File: src/rtl/snake_body_engine_if.sv
`default_nettype none
// ============================================================================
// Module      : snake_body_engine_if
// Description : Control and body-output bundle between the game controller
//               and the snake body engine.
// Revision    : 1.0 - initial release
// ============================================================================
interface snake_body_engine_if #(
  parameter int COORD_W = 9,
  parameter int MAX_LEN = 16
);
  localparam int LEN_W = $clog2(MAX_LEN + 1);

  logic                         start;
  logic                         restart;
  logic [1:0]                   dir;
  logic                         change_dir;
  logic                         grow;
  logic [1:0]                   interval;
  logic [MAX_LEN*COORD_W-1:0]   snake_x_flat;
  logic [MAX_LEN*COORD_W-1:0]   snake_y_flat;
  logic [MAX_LEN-1:0]           seg_valid;
  logic [LEN_W-1:0]             length;
  logic                         step;
  logic                         alive;
  logic                         self_hit;
  logic                         wall_hit;

  // Game controller side: issues commands, consumes body state
  modport master (
    output start, restart, dir, change_dir, grow, interval,
    input  snake_x_flat, snake_y_flat, seg_valid, length,
    input  step, alive, self_hit, wall_hit
  );

  // Engine side
  modport slave (
    input  start, restart, dir, change_dir, grow, interval,
    output snake_x_flat, snake_y_flat, seg_valid, length,
    output step, alive, self_hit, wall_hit
  );
endinterface
`default_nettype wire

File: src/rtl/snake_body_engine.sv
`default_nettype none
// ============================================================================
// Module      : snake_body_engine
// Description : Parametrised snake body tracker: speed tick, direction
//               filtering, growth, wrap/wall edges, self-collision and a
//               IDLE/RUN/DEAD state machine.
// Revision    : 1.0 - initial release
// ============================================================================
module snake_body_engine #(
  parameter int COORD_W  = 9,
  parameter int MAX_LEN  = 16,
  parameter int INIT_LEN = 3,
  parameter int GRID_X   = 320,
  parameter int GRID_Y   = 240,
  parameter int START_X  = 160,
  parameter int START_Y  = 120,
  parameter int BASE_DIV = 4,
  parameter int WRAP     = 1
) (
  input  wire logic             clk,
  input  wire logic             rst_n,
  snake_body_engine_if.slave    bus
);

  localparam int LEN_W = $clog2(MAX_LEN + 1);
  // Counter sized for the slowest period so a shortened period wraps naturally
  localparam int CNT_W = $clog2(BASE_DIV * 8);

  localparam logic [1:0] ST_IDLE = 2'd0;
  localparam logic [1:0] ST_RUN  = 2'd1;
  localparam logic [1:0] ST_DEAD = 2'd2;

  localparam logic [1:0] DIR_PX = 2'd0;
  localparam logic [1:0] DIR_PY = 2'd1;
  localparam logic [1:0] DIR_NX = 2'd2;
  localparam logic [1:0] DIR_NY = 2'd3;

  localparam logic [COORD_W-1:0] X_MAX   = COORD_W'(GRID_X - 1);
  localparam logic [COORD_W-1:0] Y_MAX   = COORD_W'(GRID_Y - 1);
  localparam logic [LEN_W-1:0]   LEN_MAX = LEN_W'(MAX_LEN);
  localparam logic [LEN_W-1:0]   LEN_INI = LEN_W'(INIT_LEN);

  function automatic logic [COORD_W-1:0] init_x(input int idx);
    return (idx < INIT_LEN) ? COORD_W'(START_X - idx) : '0;
  endfunction

  function automatic logic [COORD_W-1:0] init_y(input int idx);
    return (idx < INIT_LEN) ? COORD_W'(START_Y) : '0;
  endfunction

  logic [1:0]         state_q, state_d;
  logic [CNT_W-1:0]   cnt_q, cnt_d;
  logic [1:0]         cur_dir_q, cur_dir_d;
  logic [1:0]         pend_dir_q, pend_dir_d;
  logic               grow_pend_q, grow_pend_d;
  logic [LEN_W-1:0]   length_q, length_d;
  logic [COORD_W-1:0] seg_x_q [MAX_LEN];
  logic [COORD_W-1:0] seg_x_d [MAX_LEN];
  logic [COORD_W-1:0] seg_y_q [MAX_LEN];
  logic [COORD_W-1:0] seg_y_d [MAX_LEN];
  logic               step_q, step_d;
  logic               alive_q, alive_d;
  logic               self_hit_q, self_hit_d;
  logic               wall_hit_q, wall_hit_d;

  logic [CNT_W-1:0]   w_period_m1;
  logic               w_tick;
  logic [COORD_W-1:0] w_nx, w_ny;
  logic               w_off_grid;
  logic               w_wall;
  logic               w_grows;
  logic [LEN_W-1:0]   w_chk_len;
  logic               w_body_match;
  logic               w_self;
  logic               w_kill;

  // Speed tick: compare against the currently selected period
  always_comb begin
    w_period_m1 = CNT_W'((BASE_DIV << bus.interval) - 1);
    w_tick      = (state_q == ST_RUN) && (cnt_q == w_period_m1);
  end

  // Candidate head one cell along the pending direction, wrapped at edges
  always_comb begin
    w_nx       = seg_x_q[0];
    w_ny       = seg_y_q[0];
    w_off_grid = 1'b0;
    case (pend_dir_q)
      DIR_PX: begin
        if (seg_x_q[0] == X_MAX) begin w_nx = '0; w_off_grid = 1'b1; end
        else w_nx = seg_x_q[0] + COORD_W'(1);
      end
      DIR_PY: begin
        if (seg_y_q[0] == Y_MAX) begin w_ny = '0; w_off_grid = 1'b1; end
        else w_ny = seg_y_q[0] + COORD_W'(1);
      end
      DIR_NX: begin
        if (seg_x_q[0] == '0) begin w_nx = X_MAX; w_off_grid = 1'b1; end
        else w_nx = seg_x_q[0] - COORD_W'(1);
      end
      default: begin
        if (seg_y_q[0] == '0) begin w_ny = Y_MAX; w_off_grid = 1'b1; end
        else w_ny = seg_y_q[0] - COORD_W'(1);
      end
    endcase
    w_wall = w_off_grid && (WRAP == 0);
  end

  // Self collision: the tail cell only counts when it will not vacate
  always_comb begin
    w_grows      = grow_pend_q && (length_q < LEN_MAX);
    w_chk_len    = w_grows ? length_q : (length_q - LEN_W'(1));
    w_body_match = 1'b0;
    for (int i = 0; i < MAX_LEN; i++) begin
      if ((LEN_W'(i) < w_chk_len) && (seg_x_q[i] == w_nx) && (seg_y_q[i] == w_ny))
        w_body_match = 1'b1;
    end
    // A wall exit takes precedence; the wrapped coordinate is meaningless then
    w_self = w_body_match && !w_wall;
    w_kill = w_tick && (w_wall || w_self);
  end

  // FSM state register
  always_ff @(posedge clk or negedge rst_n) begin
    if (!rst_n) state_q <= ST_IDLE;
    else        state_q <= state_d;
  end

  // FSM next state; restart overrides everything
  always_comb begin
    state_d = state_q;
    if (bus.restart) begin
      state_d = ST_IDLE;
    end else begin
      case (state_q)
        ST_IDLE: if (bus.start) state_d = ST_RUN;
        ST_RUN:  if (w_kill)    state_d = ST_DEAD;
        ST_DEAD: state_d = ST_DEAD;
        default: state_d = ST_IDLE;
      endcase
    end
  end

  // FSM outputs: step pulse, alive and sticky hit flags
  always_comb begin
    step_d     = w_tick && !bus.restart;
    alive_d    = (state_d == ST_RUN);
    self_hit_d = !bus.restart && (self_hit_q || (w_tick && w_self));
    wall_hit_d = !bus.restart && (wall_hit_q || (w_tick && w_wall));
  end

  // Datapath next values: counter, direction, growth and body shift
  always_comb begin
    cnt_d       = '0;
    cur_dir_d   = cur_dir_q;
    pend_dir_d  = pend_dir_q;
    grow_pend_d = grow_pend_q;
    length_d    = length_q;
    for (int i = 0; i < MAX_LEN; i++) begin
      seg_x_d[i] = seg_x_q[i];
      seg_y_d[i] = seg_y_q[i];
    end
    if (bus.restart) begin
      cur_dir_d   = DIR_PX;
      pend_dir_d  = DIR_PX;
      grow_pend_d = 1'b0;
      length_d    = LEN_INI;
      for (int i = 0; i < MAX_LEN; i++) begin
        seg_x_d[i] = init_x(i);
        seg_y_d[i] = init_y(i);
      end
    end else begin
      if (state_q == ST_RUN) cnt_d = w_tick ? '0 : (cnt_q + CNT_W'(1));
      // A direct reversal would fold the head into the neck
      if (bus.change_dir && (bus.dir != (cur_dir_q ^ 2'd2))) pend_dir_d = bus.dir;
      // A grow arriving on the step cycle is kept for the following step
      grow_pend_d = (grow_pend_q && !w_tick) || bus.grow;
      if (w_tick) begin
        cur_dir_d = pend_dir_q;
        if (!w_kill) begin
          for (int i = 1; i < MAX_LEN; i++) begin
            seg_x_d[i] = seg_x_q[i-1];
            seg_y_d[i] = seg_y_q[i-1];
          end
          seg_x_d[0] = w_nx;
          seg_y_d[0] = w_ny;
          if (w_grows) length_d = length_q + LEN_W'(1);
        end
      end
    end
  end

  // Datapath and output registers
  always_ff @(posedge clk or negedge rst_n) begin
    if (!rst_n) begin
      cnt_q       <= '0;
      cur_dir_q   <= DIR_PX;
      pend_dir_q  <= DIR_PX;
      grow_pend_q <= 1'b0;
      length_q    <= LEN_INI;
      step_q      <= 1'b0;
      alive_q     <= 1'b0;
      self_hit_q  <= 1'b0;
      wall_hit_q  <= 1'b0;
      for (int i = 0; i < MAX_LEN; i++) begin
        seg_x_q[i] <= init_x(i);
        seg_y_q[i] <= init_y(i);
      end
    end else begin
      cnt_q       <= cnt_d;
      cur_dir_q   <= cur_dir_d;
      pend_dir_q  <= pend_dir_d;
      grow_pend_q <= grow_pend_d;
      length_q    <= length_d;
      step_q      <= step_d;
      alive_q     <= alive_d;
      self_hit_q  <= self_hit_d;
      wall_hit_q  <= wall_hit_d;
      for (int i = 0; i < MAX_LEN; i++) begin
        seg_x_q[i] <= seg_x_d[i];
        seg_y_q[i] <= seg_y_d[i];
      end
    end
  end

  generate
    for (genvar g = 0; g < MAX_LEN; g++) begin : g_pack
      assign bus.snake_x_flat[g*COORD_W +: COORD_W] = seg_x_q[g];
      assign bus.snake_y_flat[g*COORD_W +: COORD_W] = seg_y_q[g];
      assign bus.seg_valid[g] = (LEN_W'(g) < length_q);
    end
  endgenerate

  assign bus.length   = length_q;
  assign bus.step     = step_q;
  assign bus.alive    = alive_q;
  assign bus.self_hit = self_hit_q;
  assign bus.wall_hit = wall_hit_q;

endmodule
`default_nettype wire

File: src/flat_wrapper.sv
// flat-port wrapper written by rule: the top's interface ports become plain ports
module snake_body_engine_flat 
#(
  parameter int COORD_W  = 9,
  parameter int MAX_LEN  = 16,
  parameter int INIT_LEN = 3,
  parameter int GRID_X   = 320,
  parameter int GRID_Y   = 240,
  parameter int START_X  = 160,
  parameter int START_Y  = 120,
  parameter int BASE_DIV = 4,
  parameter int WRAP     = 1
)
  (clk, rst_n, bus_start, bus_restart, bus_dir, bus_change_dir, bus_grow, bus_interval, bus_snake_x_flat, bus_snake_y_flat, bus_seg_valid, bus_length, bus_step, bus_alive, bus_self_hit, bus_wall_hit);
  snake_body_engine_if #(.COORD_W(COORD_W), .MAX_LEN(MAX_LEN)) bus_i ();
  input  wire logic clk;
  input  wire logic rst_n;
  input wire logic [$bits(bus_i.start)-1:0] bus_start;
  input wire logic [$bits(bus_i.restart)-1:0] bus_restart;
  input wire logic [$bits(bus_i.dir)-1:0] bus_dir;
  input wire logic [$bits(bus_i.change_dir)-1:0] bus_change_dir;
  input wire logic [$bits(bus_i.grow)-1:0] bus_grow;
  input wire logic [$bits(bus_i.interval)-1:0] bus_interval;
  output wire logic [$bits(bus_i.snake_x_flat)-1:0] bus_snake_x_flat;
  output wire logic [$bits(bus_i.snake_y_flat)-1:0] bus_snake_y_flat;
  output wire logic [$bits(bus_i.seg_valid)-1:0] bus_seg_valid;
  output wire logic [$bits(bus_i.length)-1:0] bus_length;
  output wire logic [$bits(bus_i.step)-1:0] bus_step;
  output wire logic [$bits(bus_i.alive)-1:0] bus_alive;
  output wire logic [$bits(bus_i.self_hit)-1:0] bus_self_hit;
  output wire logic [$bits(bus_i.wall_hit)-1:0] bus_wall_hit;
  assign bus_i.start = bus_start;
  assign bus_i.restart = bus_restart;
  assign bus_i.dir = bus_dir;
  assign bus_i.change_dir = bus_change_dir;
  assign bus_i.grow = bus_grow;
  assign bus_i.interval = bus_interval;
  assign bus_snake_x_flat = bus_i.snake_x_flat;
  assign bus_snake_y_flat = bus_i.snake_y_flat;
  assign bus_seg_valid = bus_i.seg_valid;
  assign bus_length = bus_i.length;
  assign bus_step = bus_i.step;
  assign bus_alive = bus_i.alive;
  assign bus_self_hit = bus_i.self_hit;
  assign bus_wall_hit = bus_i.wall_hit;
  snake_body_engine #(.COORD_W(COORD_W), .MAX_LEN(MAX_LEN), .INIT_LEN(INIT_LEN), .GRID_X(GRID_X), .GRID_Y(GRID_Y), .START_X(START_X), .START_Y(START_Y), .BASE_DIV(BASE_DIV), .WRAP(WRAP)) u_core (.clk(clk), .rst_n(rst_n), .bus(bus_i));
endmodule
File: config.mk
export PLATFORM = sky130hd
export DESIGN_NAME = snake_body_engine_flat
export DESIGN_NICKNAME = d
export VERILOG_FILES = /design/src/rtl/snake_body_engine_if.sv /design/src/rtl/snake_body_engine.sv /design/src/flat_wrapper.sv
export SDC_FILE = /design/constraint.sdc
export NUM_CORES = 1
export LEC_CHECK = 0
export BUFFER_PORTS_ARGS = -buffer_cell sky130_fd_sc_hd__buf_2
export CAP_MARGIN = 20
export CELL_PAD_IN_SITES_DETAIL_PLACEMENT = 1
export CELL_PAD_IN_SITES_GLOBAL_PLACEMENT = 1
export CORE_AREA = 2 2 233 235
export CTS_BUF_LIST = sky130_fd_sc_hd__clkbuf_2
export CTS_CLUSTER_DIAMETER = 80
export DETAILED_ROUTE_END_ITERATION = 10
export DIE_AREA = 0 0 235 237
export GPL_ROUTABILITY_DRIVEN = 0
export HOLD_SLACK_MARGIN = 0.06
export PLACE_DENSITY_LB_ADDON = 0.1
export REMOVE_ABC_BUFFERS = 1
export SLEW_MARGIN = 20
export SYNTH_ARGS = -nofsm -noshare
export SYNTH_HDL_FRONTEND = slang
export SYNTH_SLANG_ARGS = --single-unit
File: constraint.sdc
create_clock -name clk -period 8.1 [get_ports clk]
set_clock_uncertainty 0.1 [all_clocks]
set_input_delay 0.405 -clock clk [delete_from_list [all_inputs] [get_ports clk]]
set_output_delay 0.405 -clock clk [all_outputs]
set_load 0.05 [all_outputs]
==> results of run 1 <==
## placed cells by master, fill, tap and decap left out, types with 17 or more instances in the layout
cell | synthesis | final
clkbuf_2 | 1 | 137
nand3_1 | 312 | 312
dfrtp_1 | 282 | 282
clkinv_1 | 0 | 17
a21oi_1 | 288 | 288
xnor2_1 | 135 | 135
nand4_1 | 24 | 24
buf_4 | 7 | 31
nor3_1 | 35 | 35
xor2_1 | 125 | 125
inv_1 | 21 | 21
nor2_1 | 43 | 43
nand2_1 | 39 | 39
buf_2 | 49 | 320
dfstp_2 | 27 | 27
o21ai_0 | 307 | 307
nor4_1 | 35 | 34
## final timing paths
check / startpoint / end / cells past startpoint
setup / recovery: u_core.bus.snake_y_flat[1] / u_core.bus.snake_y_flat[6] / 15
hold / removal: bus_restart / u_core.bus.snake_y_flat[112] / 3
setup reg to reg: u_core.bus.snake_y_flat[1] / u_core.bus.snake_y_flat[6] / 15
hold reg to reg: u_core.cnt_q[0] / u_core.cnt_q[0] / 1
max in group asynchronous: rst_n / u_core.bus.snake_y_flat[68] / 4
min in group asynchronous: rst_n / u_core.bus.snake_x_flat[9] / 3
## through the flow
step                      hold WS [ps]  power [W]
after floorplan                   9.41    0.00166
after global placement             322    0.00177
after detailed placement           323    0.00177
after CTS                          161    0.00314
after global routing               199    0.00323
final                              255    0.00309
## layout make-up
type / instances / area share (%)
multi-input combinational: 1582 / 45.0
sequential: 309 / 36.1
timing repair buffer: 377 / 10.2
tap: 696 / 4.05
clock buffer: 137 / 3.19
clock inverter: 24 / 0.943
inverter: 21 / 0.367
antenna: 2 / 0.0233
## routing by layer
layer | track usage, % | up-vias | wire (microns)
li1 | - | 8262 | -
met1 | 40.2 | 9665 | 36700
met2 | 43.7 | 651 | 37200
met3 | 5.82 | 135 | 4840
met4 | 10.2 | 2 | 2670
met5 | 0 | - | 16
## logic make-up after synthesis
logic type,Yosys count
AO/OA/AOI/OAI,721
AND/OR/NAND/NOR,583
flip-flops,309
XOR/XNOR,260
buffers and inverters,249
adder cells (fa/ha/maj),10
multiplexers,8
## flip-flops by register name, indices dropped and copies added (netlist names), 2 cells and up
signal and cells:
u_core.bus.length 5, u_core.bus.snake_y_flat 144, u_core.state_q 2, u_core.cnt_q 5, u_core.bus.snake_x_flat 144, u_core.cur_dir_q 2, u_core.pend_dir_q 2
## timing repair
item                      in CTS  in global routing
resized for setup              0                  0
hold buffers                  16                  0
hold endpoints to repair     382                  0
## critical path, delay by kind of cell (launching register included)
kind / cells / cell delay, ps
mux: 1 / 190
simple gates: 5 / 3000
buf+inv: 3 / 940
xor+xnor: 1 / 130
compound gates: 4 / 1330
flops: 1 / 630
fa+ha+maj: 1 / 190
## power breakdown
group / switching, W / total, W / internal [W] / leakage [nW]
Sequential: 0.00000416 / 0.00155 / 0.00154 / 4.22
Clock: 0.000762 / 0.00134 / 0.000574 / 0.657
Combinational: 0.000148 / 0.000205 / 0.0000564 / 4.51
Total: 0.000915 / 0.00309 / 0.00218 / 9.38
==> out/qor.txt, run 1 <==
Outcome = complete, no violations
Die height = 237 microns
Tot GR Track Use = 28.6%
# fillers = 6,384
Synth Area in Simple Gates = 16.9%
Share of layout cells above drive strength 1 = 22.7%
Normalized max-slew margin = 13.8%
Post-layout net count = 2,402
CP Max Fanout = 77
Post-synthesis cell type count = 81
CTS tree = yes
Worst slew pin tran = 1290 ps
Area of the core = 53,300 sq um
Post-CTS setup buffer count = 0
Register bit total from synthesis = 309
Sinks on Clock Net = 309
Register area share after synthesis = 42.0%
Async set-reset flop share out of synthesis = 100%
Routed Antenna Nets = 0
Total gr overflow = 0
Most common cell in the netlist = nand3_1
Avg WL per Cell = 25.9 microns
Post-Syn Instances = 2,140
Power Density = 144 nW/um^2
Cell Area, Placed = 20,400 sq um
Initial Util = 34.7%
Peak VDD IR = 0.0000670 V
Critical path, cell by cell = inv_1 > ha_1 > nor3b_1 > mux2i_1 > o211ai_2 > buf_4 > xnor2_1 > o2111ai_1 > or4_1 > nor4_1 > or4_1 > or4_4 > buf_4 > o21ai_0 > o311ai_0
Max Slew Vio Count = 0
Tmin final = 6780 ps
Register area = 7770 sq um
Most common library cells after synthesis = 312 x nand3_1, 307 x o21ai_0, 288 x a21oi_1
First-pass GRT wire length = 124,000 microns
Multi-input logic area = 9680 sq um
Reg2Reg Setup Slack = 1320 ps
CTS clk-pin slew, worst paths = 100 ps
Final Hold Viols = 0
CP peak stage delay = 870 ps
Setup ws final = 1320 ps
Crit Path Category = reg -> reg
DR vias/cell = 5.95
Top cell type's share of synthesized area = 38.2%
Detailed Place HPWL = 53,200 microns
Place WS = 1540 ps
Worst path arrival time = 7610 ps
Crit path max-delay cell type = o211ai_2
Ys flop type = dfrtp_1
DRC Markers = 0
Row cnt = 85
Compound-Gate Fraction of Synth Area = 21.9%
Placed cells = 2,969
Worst EP required = 8930 ps
Vias = 18.7k
Final core utilization = 40.3%
Area grow syn2layout = 16.2%
Worst-Skew Late Latency = 1100 ps
WL final = 81,400 microns
Cts bufs inserted = 91
Ys Warns = 0
Layout Cells excl Fill = 3,148
Vias in the first global route = 18.8k
Largest net degree at the start of global routing = 220
Hold crit path type = in -> reg
IO Pins = 323
Mapped Area = 18,500 sq um
Yosys top cell by area = dfrtp_1
Detailed Route Iter0 Violations = 1,448
Top post-synthesis cells by area = dfrtp_1 38%, nand3_1 8.4%, o21ai_0 8.3%
Adder-cell share of the synthesized area = 0.677%
Final period util = 83.7%
Die area = 55,700 sq um
Antenna violations before repair = 3
Number of synthesized flops with an enable pin = 0
Fmax = 147 MHz
Longest Clk Path Bufs = 3
Post-synthesis xor/xnor area fraction = 12.3%
CTS Root Cell = clkbuf_2
CP Capture Type = flop
Drt pass-1 iters = 5
Leak Pwr = 9.38 nW
Number of port buffers = 322
Startpoint class of the critical path = flop
# H-tree levels = 3
MaxCap Viol Count = 0
Mean Syn Cell Area = 8.64 sq um
Finished layout cell area = 21,500 sq um
Sum Neg Setup Slack = 0 ps
RSZ-0062 raised after global routing = false
Largest family of logic cells by synthesized area = compound AO/OA/AOI/OAI gates
Die width = 235 microns
Post-synthesis mux area share = 0.460%
Setup Viol. Count Final = 0
Power figures use the tool's default switching activity.
==> inputs of run 2 (changes only) <==
==> constraint.sdc (replaced) <==
create_clock -name clk -period 6.3 [get_ports clk]
set_clock_uncertainty 0.1 [all_clocks]
set_input_delay 0.315 -clock clk [delete_from_list [all_inputs] [get_ports clk]]
set_output_delay 0.315 -clock clk [all_outputs]
set_load 0.05 [all_outputs]
==> run 2 against run 1 <==
- global-route usage increased by 0.14 points
- clock-buffer cell count increased by 6
- cell area increased by 0.45%
- utilization increased by 0.18 points
- register-to-register slack got worse by 1000 ps
- cell count increased by 0.51%
- routed wire length increased by 0.19%
- flip-flop and latch count unchanged
- first-iteration DRC count decreased by 1.9%
- critical path type unchanged
==> out/qor.txt, run 2 (synthesized netlist as in run 1, its figures left out) <==
Share of layout cells above drive strength 1 = 23.0%
Hold Path End = u_core.bus.snake_x_flat[98]
Leak Pwr = 9.44 nW
Post-layout net count = 2,417
Cts bufs inserted = 94
Sequential share of power = 51.3%
Vias = 18.5k
Combinational power share = 7.0%
Final period util = 95.0%
Avg WL per Cell = 25.8 microns
R2R Path Start = u_core.bus.snake_x_flat[0]
First-pass GRT wire length = 125,000 microns
Peak VDD IR = 0.0000808 V
Reg2Reg Setup Slack = 320 ps
IO Pins = 323
CP peak stage delay = 770 ps
Worst path arrival time = 6840 ps
Number of port buffers = 322
Hold path depth = 3
Die width = 235 microns
R2R cell count = 14
Die height = 237 microns
Area grow syn2layout = 16.8%
Tmin final = 5980 ps
Normalized max-slew margin = 22.5%
Fmax = 167 MHz
Power Density = 180 nW/um^2
Crit Path Category = reg -> reg
DR vias/cell = 5.85
DRC Markers = 0
WL final = 81,600 microns
Critical path, cell by cell = inv_1 > ha_1 > nor4b_1 > a211oi_1 > a211o_1 > a221oi_1 > o2111ai_1 > or4_1 > nor4_1 > or4_1 > or4_4 > buf_12 > o21ai_0 > a21oi_1
MaxCap Viol Count = 0
RSZ-0062 raised after global routing = false
CP Capture Type = flop
Row cnt = 85
Detailed Route Iter0 Violations = 1,420
Sw Ratio = 30.4%
Longest Clk Path Bufs = 3
Place WS = 239 ps
Initial Util = 34.7%
Antenna violations before repair = 3
Clock Power Share = 41.7%
RR Endpoint = u_core.bus.snake_x_flat[44]
Startpoint class of the critical path = flop
Crit-path most repeated cell = or4_1
Layout Cells excl Fill = 3,164
P_sw = 0.00118 W
Vias in the first global route = 19.1k
Hold crit path type = in -> reg
Area of the core = 53,300 sq um
Placed cells = 2,978
CTS tree = yes
Cell Int Power = 0.00270 W
CTS clk-pin slew, worst paths = 110 ps
CP Max Fanout = 102
Worst EP required = 7150 ps
Setup Viol. Count Final = 0
Die area = 55,700 sq um
CP Buf/Inv Count = 2
HP Start = bus_restart
Commonest non-fill, non-tap cell in the layout = buf_2
Detailed Place HPWL = 53,100 microns
Final Hold Viols = 0
Worst slew pin tran = 1160 ps
Drt pass-1 iters = 5
Largest net degree at the start of global routing = 235
Tot GR Track Use = 28.8%
Worst-Skew Late Latency = 1080 ps
Setup ws final = 318 ps
Routed Antenna Nets = 0
# H-tree levels = 3
CTS Root Cell = clkbuf_2
Outcome = complete, no violations
Sinks on Clock Net = 309
Crit path max-delay cell type = nor4_1
CP top delay family = simple AND/OR/NAND/NOR gates
Max Slew Vio Count = 0
Most frequent cells in the layout = 320 x buf_2, 312 x nand3_1, 307 x o21ai_0, 288 x a21oi_1, 282 x dfrtp_1
Total gr overflow = 0
[run 2: layout make-up]
class | instances | area, sq um
Timing Repair Buffer | 389 | 2350
Inverter | 21 | 78.8
Clock inverter | 23 | 116
Fill cell | 6396 | 31700
Sequential cell | 309 | 7770
Clock buffer | 143 | 716
Tap cell | 696 | 871
Multi-Input combinational cell | 1582 | 9680
Antenna cell | 1 | 2.50
[run 2: repair_timing]
action | in CTS | in global routing
endpoints found under the hold margin | 459 | 0
endpoints found under the setup margin | 0 | 97
hold buffers | 19 | 0
gates resized for setup | 0 | 2
buffers inserted | 0 | 0
[run 2: power by group through the flow]
stage	sequential [W]	clock (W)	combinational (W)
2_1_floorplan	0.00203	0	0.000103
4_1_cts	0.00199	0.00168	0.000273
6_report	0.00199	0.00162	0.000271
3_3_place_gp	0.00203	0	0.000257
3_5_place_dp	0.00203	0	0.000259
5_1_grt	0.00199	0.00178	0.000293
[run 2: layer usage]
layer | wire [microns] | global-route usage, % | up-vias
met1 | 37500 | 40.4 | 9589
met3 | 3980 | 4.55 | 108
met2 | 38100 | 45.4 | 516
met4 | 1930 | 9.11 | 0
li1 | - | - | 8298
met5 | 0 | 0 | -
[run 2: stage by stage]
stage	utilization, %	power, W	hold WS (ps)	setup TNS, ps	instance area (sq um)
global placement	38.5	0.00229	347	0	20500
floorplan	-	0.00214	-80.6	-5298420	17500
detailed placement	38.5	0.00229	355	0	20500
finish	40.5	0.00388	214	0	21600
CTS	40.5	0.00394	118	0	21600
global route	40.5	0.00407	185	0	21600
[run 2: worst max-delay path by stage]
stage | startpoint | to | cells past startpoint | slack, ps
floorplan | u_core.bus.snake_x_flat[0] | u_core.bus.self_hit | 13 | -19570
global placement | u_core.bus.snake_x_flat[0] | u_core.bus.snake_y_flat[83] | 14 | 380
detailed placement | u_core.bus.snake_x_flat[0] | u_core.bus.snake_x_flat[105] | 15 | 240
CTS | u_core.bus.snake_x_flat[0] | u_core.bus.snake_y_flat[92] | 15 | 200
global route | u_core.bus.snake_x_flat[0] | u_core.state_q[1] | 15 | 40
finish | u_core.bus.snake_x_flat[0] | u_core.bus.snake_x_flat[44] | 14 | 320
[run 2: worst register-to-register path: cells and delay by family (launching register included)]
kind            cells  cell delay, ps
flops               1             580
simple gates        5            2340
compound gates      6            1910
buf+inv             2             680
fa+ha+maj           1             280
